<file path="config.mk">
export PLATFORM = sky130hd
export DESIGN_NAME = udm_uart_rx
export DESIGN_NICKNAME = d
export VERILOG_FILES = /design/src/rtl/udm_uart_rx.sv
export SDC_FILE = /design/constraint.sdc
export NUM_CORES = 1
export LEC_CHECK = 0
export ABC_AREA = 1
export BUFFER_PORTS_ARGS = -buffer_cell sky130_fd_sc_hd__buf_2
export CAP_MARGIN = 15
export CORE_MARGIN = 3
export CORE_UTILIZATION = 32
export DETAILED_ROUTE_END_ITERATION = 16
export SLEW_MARGIN = 20
export SYNTH_ARGS = -nofsm -noshare
export SYNTH_HDL_FRONTEND = slang
export SYNTH_SLANG_ARGS = --single-unit
</file>
<file path="constraint.sdc">
create_clock -name clk_i -period 2.9 [get_ports clk_i]
set_input_delay 0.29 -clock clk_i [delete_from_list [all_inputs] [get_ports clk_i]]
set_output_delay 0.29 -clock clk_i [all_outputs]
set_load 0.01 [all_outputs]
</file>
<file path="src/rtl/udm_uart_rx.sv">
// UDM debug-link 8N1 serial receiver; `UDM_UART_RX_PARITY_EN adds an even-parity bit (8E1).
// Latency: rx_valid_o rises SYNC_STAGES + 2 + div/2 + 9*div cycles after the start edge (+div with parity).
// Backpressure: one-entry holding register; a byte that arrives while it is full and unread is dropped with overrun_o.
module udm_uart_rx #(
  parameter int DIV_WIDTH   = 32,
  parameter int SYNC_STAGES = 2
) (
  input  logic                 clk_i,
  input  logic                 arst_n_i,
  input  logic [DIV_WIDTH-1:0] div_i,
  input  logic                 rx_i,
  output logic [7:0]           rx_data_o,
  output logic                 rx_valid_o,
  input  logic                 rx_ready_i,
  output logic                 frame_err_o,
  output logic                 overrun_o,
`ifdef UDM_UART_RX_PARITY_EN
  output logic                 parity_err_o,
`endif
  output logic                 busy_o
);

  typedef enum logic [2:0] {
    S_IDLE,
    S_START,
    S_DATA,
`ifdef UDM_UART_RX_PARITY_EN
    S_PARITY,
`endif
    S_STOP,
    S_BREAK
  } state_e;

  localparam logic [DIV_WIDTH-1:0] ONE     = DIV_WIDTH'(1);
  localparam logic [DIV_WIDTH-1:0] DIV_MIN = DIV_WIDTH'(4);

  state_e                   state_q, state_d;
  logic [SYNC_STAGES-1:0]   sync_q, sync_d;
  logic [DIV_WIDTH-1:0]     div_q, div_d;
  logic [DIV_WIDTH-1:0]     cnt_q, cnt_d;
  logic [2:0]               idx_q, idx_d;
  logic [7:0]               shift_q, shift_d;
  logic                     deliver_q, deliver_d;
  logic                     frame_err_q, frame_err_d;
  logic                     overrun_q, overrun_d;
  logic [7:0]               data_q, data_d;
  logic                     valid_q, valid_d;
`ifdef UDM_UART_RX_PARITY_EN
  logic                     par_err_q, par_err_d;
  logic                     par_bad_q, par_bad_d;
`endif

  logic rx_s;
  logic start_smp;
  logic bit_smp;

  assign rx_s      = sync_q[SYNC_STAGES-1];
  assign start_smp = (state_q == S_START) && (cnt_q == ((div_q >> 1) - ONE));
  assign bit_smp   = (cnt_q == (div_q - ONE));

  always_ff @(posedge clk_i or negedge arst_n_i) begin
    if (!arst_n_i) begin
      state_q     <= S_IDLE;
      sync_q      <= '1;
      div_q       <= '0;
      cnt_q       <= '0;
      idx_q       <= '0;
      shift_q     <= '0;
      deliver_q   <= 1'b0;
      frame_err_q <= 1'b0;
      overrun_q   <= 1'b0;
      data_q      <= '0;
      valid_q     <= 1'b0;
`ifdef UDM_UART_RX_PARITY_EN
      par_err_q   <= 1'b0;
      par_bad_q   <= 1'b0;
`endif
    end else begin
      state_q     <= state_d;
      sync_q      <= sync_d;
      div_q       <= div_d;
      cnt_q       <= cnt_d;
      idx_q       <= idx_d;
      shift_q     <= shift_d;
      deliver_q   <= deliver_d;
      frame_err_q <= frame_err_d;
      overrun_q   <= overrun_d;
      data_q      <= data_d;
      valid_q     <= valid_d;
`ifdef UDM_UART_RX_PARITY_EN
      par_err_q   <= par_err_d;
      par_bad_q   <= par_bad_d;
`endif
    end
  end

  always_comb begin
    state_d = state_q;
    case (state_q)
      S_IDLE:  if (!rx_s) state_d = S_START;
      S_START: if (start_smp) state_d = rx_s ? S_IDLE : S_DATA;
`ifdef UDM_UART_RX_PARITY_EN
      S_DATA:   if (bit_smp && idx_q == 3'd7) state_d = S_PARITY;
      S_PARITY: if (bit_smp) state_d = S_STOP;
`else
      S_DATA:   if (bit_smp && idx_q == 3'd7) state_d = S_STOP;
`endif
      S_STOP:  if (bit_smp) state_d = rx_s ? S_IDLE : S_BREAK;
      // A held-low line after a bad stop bit must not look like a new start edge.
      S_BREAK: if (rx_s) state_d = S_IDLE;
      default: state_d = S_IDLE;
    endcase
  end

  always_comb begin
    sync_d      = {sync_q[SYNC_STAGES-2:0], rx_i};
    div_d       = div_q;
    cnt_d       = cnt_q + ONE;
    idx_d       = idx_q;
    shift_d     = shift_q;
    deliver_d   = 1'b0;
    frame_err_d = 1'b0;
`ifdef UDM_UART_RX_PARITY_EN
    par_err_d   = 1'b0;
    par_bad_d   = par_bad_q;
`endif
    case (state_q)
      S_IDLE: begin
        cnt_d = '0;
        if (!rx_s) begin
          div_d = (div_i < DIV_MIN) ? DIV_MIN : div_i;
`ifdef UDM_UART_RX_PARITY_EN
          par_bad_d = 1'b0;
`endif
        end
      end
      S_START: begin
        if (start_smp) begin
          cnt_d = '0;
          idx_d = '0;
        end
      end
      S_DATA: begin
        if (bit_smp) begin
          cnt_d          = '0;
          shift_d[idx_q] = rx_s;
          idx_d          = idx_q + 3'd1;
        end
      end
`ifdef UDM_UART_RX_PARITY_EN
      S_PARITY: begin
        if (bit_smp) begin
          cnt_d = '0;
          if (^{shift_q, rx_s}) begin
            par_err_d = 1'b1;
            par_bad_d = 1'b1;
          end
        end
      end
`endif
      S_STOP: begin
        if (bit_smp) begin
          cnt_d = '0;
          if (rx_s) begin
`ifdef UDM_UART_RX_PARITY_EN
            deliver_d = !par_bad_q;
`else
            deliver_d = 1'b1;
`endif
          end else begin
            frame_err_d = 1'b1;
          end
        end
      end
      default: cnt_d = '0;
    endcase
  end

  // A same-cycle pop frees the holding register, so a delivery then is not an overrun.
  always_comb begin
    valid_d   = valid_q;
    data_d    = data_q;
    overrun_d = 1'b0;
    if (valid_q && rx_ready_i) valid_d = 1'b0;
    if (deliver_q) begin
      if (!valid_q || rx_ready_i) begin
        valid_d = 1'b1;
        data_d  = shift_q;
      end else begin
        overrun_d = 1'b1;
      end
    end
  end

  always_comb begin
    busy_o       = (state_q != S_IDLE);
    rx_data_o    = data_q;
    rx_valid_o   = valid_q;
    frame_err_o  = frame_err_q;
    overrun_o    = overrun_q;
`ifdef UDM_UART_RX_PARITY_EN
    parity_err_o = par_err_q;
`endif
  end

endmodule

</file>
==> reports/qor.yml, run 1 <==
drt_iter0_drc: 557
grt.total_usage: 0.188
synth_nets: 1200
detail_route.drc_violations: 0
yosysMostFrequentCell: "nand2_1"
async_s_r_ff_share_synth: 1.00
timing.rr.start: "div_q[2]"
combinational_family_with_the_most_area_after_synthesis: "simple AND/OR/NAND/NOR gates"
drtPass1Iterations: 5
synth-main-ff-cell: "dfrtp_1"
critPathLaunch: "div_q[2]"
portBuffers: 47
skew_ns: 0.0139
design.final.nets: 1254
final_max_slew_viol_count: 0
antenna_found_initial: 0
ant_nets: 0
cts.reportedPaths.clkPinSlew_ns: 0.08
netlist_top_cells_count: "nand2_1, nor2_1, inv_1, nand3_1, dfrtp_1"
postLayoutCellArea_um2: 8860
hpwlAfterDp_um: 20100
viasPerCell: 4.95
synth-compound-area-share: 0.0748
drt_wl_total_um: 24600
synth_top_cell_area_share: 0.288
synth.distinct_cells: 44
cts_inserted_buffers: 9
worstMarginPinSlew_ns: 0.679
maximum_vdd_drop_uv: 286
worstPathArrival_ns: 3.01
critPathMaxFanout: 12
p_leak_nw: 4.22
grt_start_max_net_pins: 46
synth_mux_area_frac: 0.0115
hp-class: "input pin to flop"
floorplan.initialDensity: 0.329
synth_enable_flop_cells: 0
floorplan.die.width_um: 162
gp_routability_congestion: 0.974
timing.final.setup_violations: 0
seq_area_frac_synth: 0.295
synth_xor_area_frac: 0.0830
hold_path.startpoint: "rx_i"
die-height_um: 162
synth_simple_gate_area_frac: 0.444
route.vias.total: 7604
fill_cells: 2530
p_per_area_nw_per_um2: 533
placement_rows: 56
pre_cts_ws_ns: 0.150
flow.area_growth_from_synthesis_pct: 13.2
core-area_um2: 23800
cell_area_after_placement_um2: 8510
overflow: 0
num_antenna_cells: 0
non_filler_cells_in_the_finished_layout: 1537
synthDominantAreaCellType: "dfrtp_1"
fin_crit_sh: 0.953
final.setup.worst_slack_ns: 0.136
startpoint_class: "flop"
fp.dieArea_um2: 26400
status: "finished clean"
worstSetupEndpointType: "flop"
cp.required_ns: 3.15
clock_latency_ns: 0.37
final_period_minus_worst_setup_slack_ns: 2.76
cts-root-buf: "clkbuf_16"
cts_tree: "built"
largest_buffer_count_on_any_clock_path: 2
max_freq_mhz: 362
synth_fa_ha_area_frac: 0.00800
cap_violations: 0
vias_in_the_first_global_route: 7172
maxSlewHeadroom: 0.543
drt-wirelength-per-cell_um: 16.0
post_synth_inst_count: 1159
grt_first_pass_wirelength_um: 38800
post_synth_main_area_contributors: "dfrtp_1, nand2_1, nor2_1, nand3_1, inv_1"
setup.worst_path.class: "flop to flop"
netlist_area_um2: 7820
drive_above_1_share: 0.180
tritoncts_num_sinks: 92
synth_area_per_cell_um2: 6.75
boundaryPins: 48
fin_setup_tns_ns: 0
placedCellCount: 1519
utilization: 0.373
yosys_register_bits: 92
synth.yosys.warnings: 0
cts_max_level: 3
finalHoldViolCount: 0
power by group:
part / internal, mW / switching [mW]
Clock: 0.621 / 0.621
Combinational: 0.628 / 1.12
Sequential: 1.42 / 0.311
Total: 2.67 / 2.05
registers in the layout (all words and copies together), names as in the netlist:
register     cells
cnt_q           32
deliver_q        1
div_q           32
frame_err_o      1
idx_q            3
overrun_o        1
rx_data_o        8
rx_valid_o       1
shift_q          8
state_q          3
sync_q           2
layout by cell type (no fill, tap or decap), types with 4 or more instances in the layout:
cell type and count:
nor2_1 140, o21ai_1 4, o21ai_0 44, nand2_4 8, buf_4 21, buf_12 4
nor3_1 17, nand2_2 18, nand4_1 36, nor4_1 10, nand3_1 97, a21oi_2 30
buf_2 46, nand3b_1 5, nor2_4 22, xnor3_1 4, ha_1 4, mux2_2 8
nand3_2 4, nor2_2 17, inv_1 114, nand2_1 357, inv_2 10, dfrtp_1 90
clkbuf_16 9, xor2_1 41, xnor2_1 21
per-layer routing:
layer  vias to the layer above  global-route usage  routed length [um]  share of wire
met5                         -                   0                   0              0
li1                       3808                   -                   -              -
met3                        36              0.0244                1140          0.046
met2                       211               0.308               11400           0.46
met4                         0              0.0613                 644          0.026
met1                      3549               0.256               11400           0.47
cell families after synthesis:
| logic type | Yosys count |
|---|---|
| simple gates | 743 |
| buf+inv | 154 |
| flops | 92 |
| compound gates | 90 |
| xor+xnor | 67 |
| mux | 8 |
| fa+ha+maj | 5 |
final timing paths:
check                       endpoint  slack (ns)  cells after the start
max in group asynchronous  sync_q[1]        1.61                      3
hold reg to reg            sync_q[1]        0.36                      0
hold / removal             sync_q[0]        0.01                      1
min in group asynchronous  div_q[25]        0.47                      2
setup reg to reg           cnt_q[28]        0.14                     17
setup / recovery           cnt_q[28]        0.14                     17
critical path: stages, from the launching register on:
cell	delay, ns
dfrtp_1	0.41
inv_1	0.12
ha_4	0.20
inv_2	0.11
nand2_1	0.11
nand2_1	0.09
nand2_1	0.05
nand2_1	0.06
nand2_1	0.09
nor2_1	0.23
nand2_1	0.12
nor2_1	0.10
nand3_1	0.08
nor2_1	0.10
nand3_1	0.15
nand2_2	0.23
buf_4	0.29
a21oi_2	0.09
area by class of cell:
class | count | area (um^2) | area share
Tap cell | 319 | 399 | 0.0451
Timing Repair Buffer | 72 | 478 | 0.0539
Clock buffer | 9 | 225 | 0.0254
Sequential cell | 92 | 2300 | 0.260
Clock inverter | 7 | 88.8 | 0.0100
Inverter | 125 | 469 | 0.0530
Multi-Input combinational cell | 913 | 4890 | 0.552
through the flow:
stage / power (mW) / hold slack [ns]
6_report: 4.73 / 0.0106
3_3_place_gp: 3.44 / 0.343
3_5_place_dp: 3.44 / 0.348
2_1_floorplan: 2.92 / -0.00559
5_1_grt: 5.04 / 0.0000650
4_1_cts: 4.70 / 0.00298
timing repair:
item                                    CTS  global route
setup buffers                             0             1
endpoints found under the setup margin    0            44
hold endpoints to repair                 43             0
resized for setup                         0             6
hold buffers                              1             0
Power figures use the tool's default switching activity.
==> inputs of run 2 (changes only) <==
--- a/config.mk
+++ b/config.mk
@@ -15,3 +15,4 @@
 export SYNTH_ARGS = -nofsm -noshare
 export SYNTH_HDL_FRONTEND = slang
 export SYNTH_SLANG_ARGS = --single-unit
+export TNS_END_PERCENT = 1
==> constraint.sdc (replaced) <==
create_clock -name clk_i -period 3.4 [get_ports clk_i]
set_input_delay 0.34 -clock clk_i [delete_from_list [all_inputs] [get_ports clk_i]]
set_output_delay 0.34 -clock clk_i [all_outputs]
set_load 0.01 [all_outputs]
==> run 2 against run 1 <==
Net effect: first-iteration DRC count grew 4.1%; die area is the same; critical endpoint is now state_q[1]; sequential share of layout area grew 0.57 points; count of clock-buffer cells in the layout is the same; highest routed layer unchanged; critical path type unchanged; clock skew grew 0.0031 ns.
==> reports/qor.yml, run 2 (synthesis results as in run 1) <==
status: "finished clean"
worstMarginPinSlew_ns: 0.910  # +0.231 ns
largestRegisters: "cnt_q: 32 flops, div_q: 32 flops"
post_cts_resize_count: 0  # unchanged
maximum_vdd_drop_uv: 216  # -24%
hp-class: "input pin to asynchronous set/reset pin"
final_cell_mix: "nand2_1, nor2_1, inv_1"
non_filler_cells_in_the_finished_layout: 1520  # -1.1%
cts_tree: "built"
cts-root-buf: "clkbuf_16"
antenna_found_initial: 0  # unchanged
die-height_um: 162  # unchanged
hpwlAfterDp_um: 20700  # +3.2%
cts.reportedPaths.clkPinSlew_ns: 0.08  # about the same
grt_first_pass_wirelength_um: 39800  # +2.6%
tritoncts_num_sinks: 92  # unchanged
power_frac_comb: 0.363  # -0.007
cell_area_after_placement_um2: 8360  # -1.8%
grt_start_max_net_pins: 79  # +72%
num_antenna_cells: 0  # unchanged
worstPathArrival_ns: 3.25  # +0.24 ns
hold_buffers: 0  # -1
p_leak_nw: 4.11  # -2.4%
worstSetupEndpointType: "flop"
overflow: 0  # unchanged
cap_violations: 0  # unchanged
critPathMaxFanout: 36  # +24
crit_chain: "inv_1, ha_1, inv_2, nor2_4, nand3_1, nor2_4, nand2_1, nand2_1, o21ai_1, nor2_1, nand2_1, nor2_1, nand2_1, nor2_4, nand2_4, nand2_8, nand3_1, nand2_1, nand2_1"
layout.cells.most_common: "nand2_1"
maxSlewHeadroom: 0.389  # -0.154
core-area_um2: 23800  # unchanged
drt_iter0_drc: 580  # +4.1%
cts_inserted_buffers: 9  # unchanged
p_sw_frac: 0.437  # +0.00185
drive_above_1_share: 0.166  # -0.0141
critPathLaunch: "div_q[1]"
critical-path-top-cell-by-count: "nand2_1"
boundaryPins: 48  # unchanged
rsz0062_at_grt: "false"
timing.rr.start: "div_q[1]"
gp_routability_congestion: 0.940  # -3.5%
ant_nets: 0  # unchanged
fin_setup_tns_ns: 0  # unchanged
internal_power_component_mw: 2.25  # -16%
viasPerCell: 4.94  # -0.24%
largest_buffer_count_on_any_clock_path: 2  # unchanged
fp.dieArea_um2: 26400  # unchanged
fill_cells: 2574  # +1.7%
multi_input_area_um2: 4870  # -0.46%
post-cts-setup-buffer-count: 0  # unchanged
placement_rows: 56  # unchanged
setup.worst_path.class: "flop to flop"
final_max_slew_viol_count: 0  # unchanged
max_freq_mhz: 334  # -7.8%
fin_crit_sh: 0.882  # -0.0716
ff_latch_area_um2: 2300  # unchanged
timing.final.setup_violations: 0  # unchanged
placedCellCount: 1504  # -0.99%
timing.critical_path.slowest_stage_cell: "dfrtp_1"
portBuffers: 47  # unchanged
clock_latency_ns: 0.37  # about the same
cts_max_level: 3  # unchanged
design.final.nets: 1237  # -1.4%
utilization: 0.365  # -0.00795
cp.required_ns: 3.66  # +0.51 ns
floorplan.initialDensity: 0.329  # unchanged
power.switching_mw: 1.74  # -15%
critical-path-max-stage-delay_ns: 0.39  # -0.02 ns
startpoint_class: "flop"
finalHoldViolCount: 0  # unchanged
drt_wl_total_um: 25300  # +2.8%
postLayoutCellArea_um2: 8670  # -2.1%
route.vias.total: 7502  # -1.3%
final_period_minus_worst_setup_slack_ns: 3.00  # +0.233 ns
floorplan.die.width_um: 162  # unchanged
drt-wirelength-per-cell_um: 16.6  # +4.0%
skew_ns: 0.0170  # +0.00311 ns
flow.area_growth_from_synthesis_pct: 10.8
vias_in_the_first_global_route: 7111  # -0.85%
p_per_area_nw_per_um2: 460  # -14%
grt.total_usage: 0.195  # +0.00778
detail_route.drc_violations: 0  # unchanged
drtPass1Iterations: 5  # unchanged
clock_power_share: 0.263  # about the same
p_seq_frac: 0.374  # +0.007
## run 2: cell count changes in the layout (fill, tap and decap cells not counted), sizes merged
cell / change
dlygate4sd3: -1
buf: -16
## run 2: layer usage
| layer | wire, um | track usage |
|---|---|---|
| met1 | 12100 | 0.277 |
| met2 | 10900 | 0.299 |
| met3 | 1260 | 0.0214 |
| met4 | 1010 | 0.0888 |
| met5 | 0 | 0 |
## run 2: worst max-delay path: cells and delay by family (launching register included)
kind | cells | cell delay, ns
flip-flops | 1 | 0.39
AO/OA/AOI/OAI | 1 | 0.09
adder cells (fa/ha/maj) | 1 | 0.29
AND/OR/NAND/NOR | 15 | 1.83
buffers and inverters | 2 | 0.27
## run 2: final timing paths
check	to	slack [ns]	depth (start not counted)
worst max-delay path	state_q[1]	0.40	19
max in group asynchronous	div_q[0]	2.77	2
min in group clk_i	sync_q[0]	0.06	1
worst min-delay path	div_q[22]	0.01	1
worst max register to register	state_q[1]	0.40	19
worst min register to register	sync_q[1]	0.36	0
## run 2: area by class of cell
type,instances,share of cell area
tap,319,0.0460
inverter,125,0.0541
timing repair buffer,55,0.0362
clock buffer,9,0.0260
clock inverter,7,0.00996
multi-input combinational,913,0.562
sequential,92,0.266
## run 2: stage by stage
stage,worst slack (ns),power (mW),hold WS (ns)
after floorplan,1.05,2.49,0.0444
after global placement,0.399,2.92,0.347
after detailed placement,0.397,2.92,0.347
after CTS,0.370,3.99,0.0459
after global routing,0.165,4.26,0.0482
final,0.403,3.99,0.0112
## run 2: power by group through the flow
| stage | clock, mW | combinational, mW | sequential [mW] |
|---|---|---|---|
| after floorplan | 0 | 1.11 | 1.37 |
| after global placement | 0 | 1.42 | 1.50 |
| after detailed placement | 0 | 1.43 | 1.50 |
| after CTS | 1.07 | 1.43 | 1.48 |
| after global routing | 1.12 | 1.62 | 1.51 |
| final | 1.05 | 1.45 | 1.49 |
